==> src/rtl/fpu_microcode_arbiter_if.sv <==
// Requester and sequencer signal bundle for the FPU microcode arbiter.
// The slave modport is the arbiter's view; master is the environment's view.
interface fpu_microcode_arbiter_if #(
  parameter int unsigned NUM_REQ = 2
);
  // Requester side
  logic [NUM_REQ-1:0]    req_invoke;
  logic [NUM_REQ*12-1:0] req_addr;
  logic [NUM_REQ*80-1:0] req_operand;
  logic [NUM_REQ-1:0]    req_done;
  logic [79:0]           req_result;
  logic [1:0]            req_quadrant;
  logic                  req_error;

  // Sequencer side
  logic                  mc_invoke;
  logic [11:0]           mc_addr;
  logic [79:0]           mc_operand_a;
  logic                  mc_done;
  logic [79:0]           mc_result;
  logic [1:0]            mc_quadrant;
  logic                  mc_error;

  modport slave (
    input  req_invoke, req_addr, req_operand,
    input  mc_done, mc_result, mc_quadrant, mc_error,
    output req_done, req_result, req_quadrant, req_error,
    output mc_invoke, mc_addr, mc_operand_a
  );

  modport master (
    output req_invoke, req_addr, req_operand,
    output mc_done, mc_result, mc_quadrant, mc_error,
    input  req_done, req_result, req_quadrant, req_error,
    input  mc_invoke, mc_addr, mc_operand_a
  );
endinterface

==> src/rtl/fpu_microcode_arbiter.sv <==
// Round-robin arbiter sharing one FPU microcode sequencer port between NUM_REQ
// requesters, one operation at a time, with a per-operation timeout.
module fpu_microcode_arbiter #(
  parameter int unsigned NUM_REQ        = 2,
  parameter int unsigned TIMEOUT_CYCLES = 1024
) (
  input  logic                   clk,
  input  logic                   reset_n,
  fpu_microcode_arbiter_if.slave bus,
  output logic                   busy,
  output logic [2:0]             grant_id
);

  localparam int unsigned       TimerW    = $clog2(TIMEOUT_CYCLES) + 1;
  localparam logic [TimerW-1:0] TimerLast = TimerW'(TIMEOUT_CYCLES - 1);

  typedef enum logic [1:0] {StIdle, StIssue, StWait, StRespond} state_e;

  state_e             state_q, state_d;
  logic [NUM_REQ-1:0] pending_q, pending_d;
  logic [NUM_REQ-1:0] load_en;
  logic [11:0]        hold_addr_q [NUM_REQ];
  logic [79:0]        hold_op_q   [NUM_REQ];
  logic [2:0]         grant_q, grant_d;
  logic [2:0]         last_grant_q, last_grant_d;
  logic [TimerW-1:0]  timer_q, timer_d;
  logic [79:0]        result_q, result_d;
  logic [1:0]         quad_q, quad_d;
  logic               error_q, error_d;

  logic               sel_valid;
  logic [2:0]         sel_idx;
  logic [11:0]        grant_addr;
  logic [79:0]        grant_op;

  // Round-robin pick: first pending index above last_grant, then wrap to the low indices.
  always_comb begin
    sel_valid = 1'b0;
    sel_idx   = '0;
    for (int unsigned i = 0; i < NUM_REQ; i++) begin
      if (!sel_valid && pending_q[i] && (3'(i) > last_grant_q)) begin
        sel_valid = 1'b1;
        sel_idx   = 3'(i);
      end
    end
    for (int unsigned i = 0; i < NUM_REQ; i++) begin
      if (!sel_valid && pending_q[i] && (3'(i) <= last_grant_q)) begin
        sel_valid = 1'b1;
        sel_idx   = 3'(i);
      end
    end
  end

  always_comb begin
    grant_addr = '0;
    grant_op   = '0;
    for (int unsigned i = 0; i < NUM_REQ; i++) begin
      if (grant_q == 3'(i)) begin
        grant_addr = hold_addr_q[i];
        grant_op   = hold_op_q[i];
      end
    end
  end

  // The request in RESPOND is retired here; a fresh invoke from it in that cycle re-arms it.
  always_comb begin
    pending_d = pending_q;
    load_en   = '0;
    for (int unsigned i = 0; i < NUM_REQ; i++) begin
      if ((state_q == StRespond) && (grant_q == 3'(i))) begin
        pending_d[i] = 1'b0;
      end
      if (bus.req_invoke[i] &&
          (!pending_q[i] || ((state_q == StRespond) && (grant_q == 3'(i))))) begin
        pending_d[i] = 1'b1;
        load_en[i]   = 1'b1;
      end
    end
  end

  always_comb begin
    state_d      = state_q;
    grant_d      = grant_q;
    last_grant_d = last_grant_q;
    timer_d      = timer_q;
    result_d     = result_q;
    quad_d       = quad_q;
    error_d      = error_q;
    unique case (state_q)
      StIdle: begin
        if (sel_valid) begin
          grant_d = sel_idx;
          state_d = StIssue;
        end
      end
      StIssue: begin
        timer_d = '0;
        state_d = StWait;
      end
      StWait: begin
        timer_d = timer_q + 1'b1;
        if (bus.mc_done) begin
          result_d = bus.mc_result;
          quad_d   = bus.mc_quadrant;
          error_d  = bus.mc_error;
          state_d  = StRespond;
        end else if (timer_q == TimerLast) begin
          result_d = '0;
          quad_d   = '0;
          error_d  = 1'b1;
          state_d  = StRespond;
        end
      end
      StRespond: begin
        last_grant_d = grant_q;
        state_d      = StIdle;
      end
      default: state_d = StIdle;
    endcase
  end

  always_ff @(posedge clk or negedge reset_n) begin
    if (!reset_n) begin
      state_q      <= StIdle;
      pending_q    <= '0;
      grant_q      <= '0;
      last_grant_q <= 3'(NUM_REQ - 1);
      timer_q      <= '0;
      result_q     <= '0;
      quad_q       <= '0;
      error_q      <= 1'b0;
    end else begin
      state_q      <= state_d;
      pending_q    <= pending_d;
      grant_q      <= grant_d;
      last_grant_q <= last_grant_d;
      timer_q      <= timer_d;
      result_q     <= result_d;
      quad_q       <= quad_d;
      error_q      <= error_d;
    end
  end

  always_ff @(posedge clk or negedge reset_n) begin
    if (!reset_n) begin
      for (int unsigned i = 0; i < NUM_REQ; i++) begin
        hold_addr_q[i] <= '0;
        hold_op_q[i]   <= '0;
      end
    end else begin
      for (int unsigned i = 0; i < NUM_REQ; i++) begin
        if (load_en[i]) begin
          hold_addr_q[i] <= bus.req_addr[i*12 +: 12];
          hold_op_q[i]   <= bus.req_operand[i*80 +: 80];
        end
      end
    end
  end

  // All handshake outputs decode from the state register so reset clears them at once.
  always_comb begin
    busy             = (state_q != StIdle);
    grant_id         = grant_q;
    bus.mc_invoke    = (state_q == StIssue);
    bus.mc_addr      = (state_q == StIssue) ? grant_addr : '0;
    bus.mc_operand_a = (state_q == StIssue) ? grant_op : '0;
    bus.req_done     = '0;
    for (int unsigned i = 0; i < NUM_REQ; i++) begin
      bus.req_done[i] = (state_q == StRespond) && (grant_q == 3'(i));
    end
    bus.req_result   = (state_q == StRespond) ? result_q : '0;
    bus.req_quadrant = (state_q == StRespond) ? quad_q : '0;
    bus.req_error    = (state_q == StRespond) && error_q;
  end

endmodule
==> src/flat_wrapper.sv <==
// flat-port wrapper written by rule: the top's interface ports become plain ports
module fpu_microcode_arbiter_flat 
#(
  parameter int unsigned NUM_REQ        = 2,
  parameter int unsigned TIMEOUT_CYCLES = 1024
)
  (clk, reset_n, busy, grant_id, bus_req_invoke, bus_req_addr, bus_req_operand, bus_mc_done, bus_mc_result, bus_mc_quadrant, bus_mc_error, bus_req_done, bus_req_result, bus_req_quadrant, bus_req_error, bus_mc_invoke, bus_mc_addr, bus_mc_operand_a);
  fpu_microcode_arbiter_if #(.NUM_REQ(NUM_REQ)) bus_i ();
  input  logic clk;
  input  logic reset_n;
  output logic busy;
  output logic [2:0] grant_id;
  input wire logic [$bits(bus_i.req_invoke)-1:0] bus_req_invoke;
  input wire logic [$bits(bus_i.req_addr)-1:0] bus_req_addr;
  input wire logic [$bits(bus_i.req_operand)-1:0] bus_req_operand;
  input wire logic [$bits(bus_i.mc_done)-1:0] bus_mc_done;
  input wire logic [$bits(bus_i.mc_result)-1:0] bus_mc_result;
  input wire logic [$bits(bus_i.mc_quadrant)-1:0] bus_mc_quadrant;
  input wire logic [$bits(bus_i.mc_error)-1:0] bus_mc_error;
  output wire logic [$bits(bus_i.req_done)-1:0] bus_req_done;
  output wire logic [$bits(bus_i.req_result)-1:0] bus_req_result;
  output wire logic [$bits(bus_i.req_quadrant)-1:0] bus_req_quadrant;
  output wire logic [$bits(bus_i.req_error)-1:0] bus_req_error;
  output wire logic [$bits(bus_i.mc_invoke)-1:0] bus_mc_invoke;
  output wire logic [$bits(bus_i.mc_addr)-1:0] bus_mc_addr;
  output wire logic [$bits(bus_i.mc_operand_a)-1:0] bus_mc_operand_a;
  assign bus_i.req_invoke = bus_req_invoke;
  assign bus_i.req_addr = bus_req_addr;
  assign bus_i.req_operand = bus_req_operand;
  assign bus_i.mc_done = bus_mc_done;
  assign bus_i.mc_result = bus_mc_result;
  assign bus_i.mc_quadrant = bus_mc_quadrant;
  assign bus_i.mc_error = bus_mc_error;
  assign bus_req_done = bus_i.req_done;
  assign bus_req_result = bus_i.req_result;
  assign bus_req_quadrant = bus_i.req_quadrant;
  assign bus_req_error = bus_i.req_error;
  assign bus_mc_invoke = bus_i.mc_invoke;
  assign bus_mc_addr = bus_i.mc_addr;
  assign bus_mc_operand_a = bus_i.mc_operand_a;
  fpu_microcode_arbiter #(.NUM_REQ(NUM_REQ), .TIMEOUT_CYCLES(TIMEOUT_CYCLES)) u_core (.clk(clk), .reset_n(reset_n), .bus(bus_i), .busy(busy), .grant_id(grant_id));
endmodule
==> config.mk <==
export PLATFORM = sky130hd
export DESIGN_NAME = fpu_microcode_arbiter_flat
export DESIGN_NICKNAME = d
export VERILOG_FILES = /design/src/rtl/fpu_microcode_arbiter_if.sv /design/src/rtl/fpu_microcode_arbiter.sv /design/src/flat_wrapper.sv
export SDC_FILE = /design/constraint.sdc
export NUM_CORES = 1
export LEC_CHECK = 0
export BUFFER_PORTS_ARGS = -buffer_cell sky130_fd_sc_hd__buf_2
export CAP_MARGIN = 5
export CORE_MARGIN = 2
export CORE_UTILIZATION = 40
export DETAILED_ROUTE_END_ITERATION = 8
export PLACE_DENSITY = 0.7
export SLEW_MARGIN = 20
export SYNTH_ARGS = -nofsm -noshare
export SYNTH_HDL_FRONTEND = slang
export SYNTH_SLANG_ARGS = --single-unit
==> constraint.sdc <==
create_clock -name clk -period 1.8 [get_ports clk]
set_input_delay 0.27 -clock clk [delete_from_list [all_inputs] [get_ports clk]]
set_output_delay 0.27 -clock clk [all_outputs]
set_load 0.005 [all_outputs]
=== Word-level counts from Yosys, hierarchy flattened ===
Index checks and enable logic that the tools add are counted.
W data, S select, Z words.

* $add $sub $neg: 1
* Magnitude comparators: 4
* Eq/ne operators: 7
* Muxes and demuxes: 32
* Reduce and logical (&&, ||, !) cells: 29

{| class="wikitable"
|+ Operator list
! cell !! number
|-
| $mux W80 || 6
|-
| $mux W12 || 3
|-
| $pmux W11 S2 || 1
|-
| $mux W1 || 13
|-
| $logic_and A1 B1 Y1 || 12
|-
| $mux W2 || 6
|-
| $add A11 B1 Y11 const B || 1
|-
| $eq A11 B10 Y1 const B || 1
|-
| $reduce_bool A2 Y1 || 5
|-
| $pmux W2 S4 || 1
|-
| $gt A1 B3 Y1 const A || 2
|-
| $le A1 B3 Y1 const A || 2
|-
| $mux W3 || 2
|-
| $reduce_and A2 Y1 || 3
|-
| $logic_not A1 Y1 || 5
|-
| $eq A2 B2 Y1 const B || 2
|-
| $eq A3 B1 Y1 const B || 1
|-
| $logic_not A3 Y1 || 1
|-
| $ne A3 B2 Y1 const B || 1
|-
| $eq A2 B1 Y1 const B || 1
|-
| $logic_not A2 Y1 || 1
|-
| $logic_or A1 B1 Y1 || 2
|-
| $ne A2 B1 Y1 const B || 1
|}

* Register bits after elaboration: 288
* Output and inout bits: 182
* Word-level logic and storage cells: 86

=== Longest topological paths before layout ===
* Word-level depth: 17
* Depth in mapped cells: 7

=== Least setup slack after synthesis ===
Ideal clock, no wire load.

* Path kind: reg2reg
* Start: reg u_core.state_q[0]
* End: reg u_core.hold_addr_q[22] (netlist name)
* Setup time: 0.125 ns
* Data arrival time: 1.593 ns
* Slack: 0.082 ns
* Stages on the path, launching flop included: 8
* Buffers on the path: 2
* Clock period less this slack: 1.718 ns
* Cell sequence: dfrtp_1 -> ha_1 -> inv_1 -> o21ai_0 -> and2_1 -> buf_4 -> buf_6 -> mux2_2

* Word-level cells in the longest chain between the ends: 5

{| class="wikitable"
|+ RTL lines
! element !! RTL line !! RTL
|-
| start: declaration || fpu_microcode_arbiter.sv:19 || <nowiki>state_e state_q, state_d;</nowiki>
|-
| start signal: assignment || fpu_microcode_arbiter.sv:124 || <nowiki>state_q <= StIdle;</nowiki>
|-
| start signal: assignment || fpu_microcode_arbiter.sv:133 || <nowiki>state_q <= state_d;</nowiki>
|-
| $eq A2 B2 Y1 || fpu_microcode_arbiter.sv:74 || <nowiki>(!pending_q[i] || ((state_q == StRespond) && (grant_q == 3'(i))))) begin</nowiki>
|-
| $logic_and A1 B1 Y1 || fpu_microcode_arbiter.sv:74 ||
|-
| $logic_or A1 B1 Y1 || fpu_microcode_arbiter.sv:74 ||
|-
| $logic_and A1 B1 Y1 || fpu_microcode_arbiter.sv:73 || <nowiki>if (bus.req_invoke[i] &&</nowiki>
|-
| $mux W1 || fpu_microcode_arbiter.sv:73 ||
|-
| end signal: indexed assignment || fpu_microcode_arbiter.sv:153 || <nowiki>hold_addr_q[i] <= bus.req_addr[i*12 +: 12];</nowiki>
|-
| end: declaration || fpu_microcode_arbiter.sv:22 || <nowiki>logic [11:0] hold_addr_q [NUM_REQ];</nowiki>
|}

Every way passes these cells.
A chain may end at the register's enable or synchronous reset.

=== Final worst setup path ===
* Start: reg u_core.grant_q[0] (netlist: u_core.grant_id[0])
* End: out bus_mc_operand_a[42]

* Word-level cells in the longest chain between the ends: 4
* Elaborated cells on any way between the ends: 5

{| class="wikitable"
|+ RTL lines
! element !! RTL line !! RTL
|-
| start: declaration || fpu_microcode_arbiter.sv:24 || <nowiki>logic [2:0] grant_q, grant_d;</nowiki>
|-
| start signal: assignment || fpu_microcode_arbiter.sv:135 || <nowiki>grant_q <= grant_d;</nowiki>
|-
| $logic_not A3 Y1 || fpu_microcode_arbiter.sv:58 || <nowiki>if (grant_q == 3'(i)) begin</nowiki>
|-
| $mux W80 || fpu_microcode_arbiter.sv:58 ||
|-
| $mux W80 (*) || fpu_microcode_arbiter.sv:58 ||
|-
| $mux W80 (*) || fpu_microcode_arbiter.sv:166 || <nowiki>bus.mc_operand_a = (state_q == StIssue) ? grant_op : '0;</nowiki>
|-
| end: declaration || flat_wrapper.sv:26 || <nowiki>output wire logic [$bits(bus_i.mc_operand_a)-1:0] bus_mc_operand_a;</nowiki>
|}

Mark *: on every way between the ends. The rest lies on a longest branch, timed or not.

==> out/metrics.yaml <==
layout:
  design_area_mm2: 0.0212
  drive_above_1_share_pct: 51.9
  area_growth_pct: 65.1
  utilization_pct: 67.2
  layout_commonest_cell: "buf_2"
  mostFrequentLayoutCells: "buf_2, dfrtp_1, dlygate4sd3_1, mux2_2, a22o_1"
  instances_no_fill: 2169
  nets: 2015
clocking:
  cts_buffers: 29
  clock_latency_ns: 0.55
  cts_max_level: 1
  cts_buffer_depth: 3
  path_clk_slew_ns: 0.06
  tritoncts: "built"
  numClockSinks: 284
  clockRootBuffer: "clkbuf_16"
global_route:
  antenna_found_initial: 8
  overflow: 0
  grt_pass1_vias: 12100
  grt_max_degree: 67
  grt_first_pass_wirelength_um: 66700
  grt_usage_pct: 25.4
timing:
  fmax_mhz: 439
  hold_ws_ns: 0.246
  timing.final.crit_period_ns: 2.28
  maxSlewViolCount: 0
  skew_ns: 0.0190
  setup_viol: 364
  hold_violations: 0
  finalSetupTns_ns: -113.63
  timing.final.crit_share_pct: 127
  layout_setup_ws_ns: -0.479
  rsz0062_at_grt: "yes"
power_and_ir_drop:
  peakVddDrop_uv: 1060
  sw_frac_of_total_pct: 34.5
  total_power_mw: 34.9
  clockPowerShare_pct: 17.1
  leakagePower_nw: 10.2
  p_per_area_mw_per_mm2: 1650
  p_comb_share_pct: 49.4
  p_switching_mw: 12.1
  p_seq_share_pct: 33.5
  p_int_mw: 22.9
yosys:
  synth_top_cell_by_area: "dfrtp_1"
  ys_warn_count: 0
  synth_area_mm2: 0.0128
  synth.area.mux_share_pct: 23.5
  synth_compound_area_share_pct: 6.32
  synth.top_cell.area_share_pct: 55.1
  synth.distinct_cells: 34
  synth_xor_area_share_pct: 0.409
  synthCells: 968
  synthArstFlopShare_pct: 100
  synthFlopType: "dfrtp_1"
  synthAdderAreaFrac_pct: 0.584
  avgSynthCellArea_um2: 13.3
  synth_top_family_by_area: "multiplexers"
  ys_seq_area_share_pct: 55.3
  synth_area_leaders: "dfrtp_1, mux2_2, mux2i_1, a22o_1, nor2b_1"
  synth-seq-cells: 284
  synth-simple-area-share_pct: 10.2
  synth_enable_flop_cells: 0
die:
  start_util_pct: 40.7
  die_area_mm2: 0.0336
  die_width_um: 183
  coreArea_mm2: 0.0316
  die_h_um: 183
  ios: 454
  num_rows: 65
routing:
  wl_um: 47400
  avgRoutedWirePerCell_um: 21.9
  vias: 11200
  drc: 0
  detail-route-antenna-nets: 0
  drtIter0Drc: 649
  viasPerCell: 5.19
  dr.pass1.iters: 5
worst_setup_path:
  cp-start-kind: "flop"
  slowest_delay_ns: 0.50
  cp.required_ns: 1.53
  path_class: "flop to output pin"
  cp.arrival_ns: 2.01
  crit_path_top_delay_cell: "dfrtp_4"
  worstSetupEndpointType: "output pin"
  cp_max_fo: 15
  path_cells: "buf_6 > bufbuf_16 > mux2i_2 > nor2b_4 > buf_2"
job:
  cap_violations: 0
place:
  gp_congestion: 0.801
  placed_area_mm2: 0.0158
  placedCellCount: 1800
  hpwl_um: 24900
  place_ws_ns: -0.0722
  io_buffer_count: 451
worst_hold_path:
  hold_class: "primary input to asynchronous set/reset pin"
status:
  status: "finished, violations left"
  violations: "negative setup slack"
-- power by group through the flow --
stage | clock, mW | sequential (mW) | combinational, mW
after floorplan | 0 | 10.6 | 7.94
after detailed placement | 0 | 11.2 | 11.7
final | 5.99 | 11.7 | 17.2
after CTS | 6.06 | 11.2 | 14.4
after global routing | 6.37 | 12.0 | 18.2
after global placement | 0 | 11.1 | 11.3
-- cells in the mapped netlist (all sizes together), types with 2 or more instances --
| cell | number |
|---|---|
| nand2b | 3 |
| dfrtp | 283 |
| clkbuf | 29 |
| mux2i | 93 |
| buf | 44 |
| nor2 | 8 |
| inv | 9 |
| ha | 6 |
| and3 | 2 |
| nand2 | 10 |
| nor2b | 93 |
| a22o | 82 |
| nand4 | 4 |
| xor2 | 5 |
| a21o | 2 |
| nand3 | 5 |
| o21ai | 5 |
| mux2 | 185 |
| and2 | 85 |
| a21oi | 2 |
| nor3 | 3 |
-- final timing paths --
check	endpoint	cells past startpoint	start	slack [ns]
worst min-delay path	u_core.hold_op_q[28]	2	reset_n	0.25
max in group asynchronous	u_core.timer_q[3]	3	reset_n	0.80
worst min register to register	u_core.result_q[79]	1	u_core.result_q[79]	0.49
min in group clk	u_core.error_q	3	bus_mc_done	0.26
worst max-delay path	bus_mc_operand_a[42]	5	u_core.grant_id[0]	-0.48
worst max register to register	u_core.hold_op_q[131]	10	u_core.state_q[1]	-0.39
-- worst max-delay path, delay by kind of cell, from the launching register on --
kind	cells	cell delay [ns]
mux	1	0.29
flops	1	0.50
buf+inv	3	0.59
simple gates	1	0.07
-- registers in the layout, indices dropped and copies added (netlist names) --
register	flops
u_core.error_q	1
u_core.result_q	80
u_core.quad_q	2
u_core.hold_addr_q	24
u_core.grant_id	1
u_core.last_grant_q	1
u_core.state_q	2
u_core.hold_op_q	160
u_core.pending_q	2
u_core.timer_q	11
-- what timing repair did --
action | in CTS | in global routing
setup buffers | 9 | 6
cloned | 10 | 15
endpoints found under the hold margin | 350 | 0
setup endpoints to repair | 265 | 380
gates resized for setup | 90 | 141
hold buffers | 270 | 0
pin swaps | 1 | 3
-- cell type report --
cell class,count,area (um2)
tap,402,503
fill,2067,10300
sequential,284,7110
multi-input combinational,603,6080
clock buffer,42,855
clock inverter,11,86.3
inverter,9,38.8
timing repair buffer,810,6520
antenna,8,20.0
-- layer usage --
metal | wire length [um] | global-route usage (%) | vias to the layer above
li1 | - | - | 4934
met1 | 18200 | 30.2 | 5603
met2 | 23800 | 45.2 | 588
met3 | 3580 | 5.48 | 122
met4 | 1820 | 9.66 | 2
met5 | 7 | 0 | -
-- cell families after synthesis --
kind of cell	after synthesis
DFF	284
muxes	278
and+or+nand+nor	216
AOI/OAI and AO/OA	95
buffers and inverters	82
adders and majority gates	6
xor gates and xnor gates	6
other	1
(Power assumes the default switching activity.)
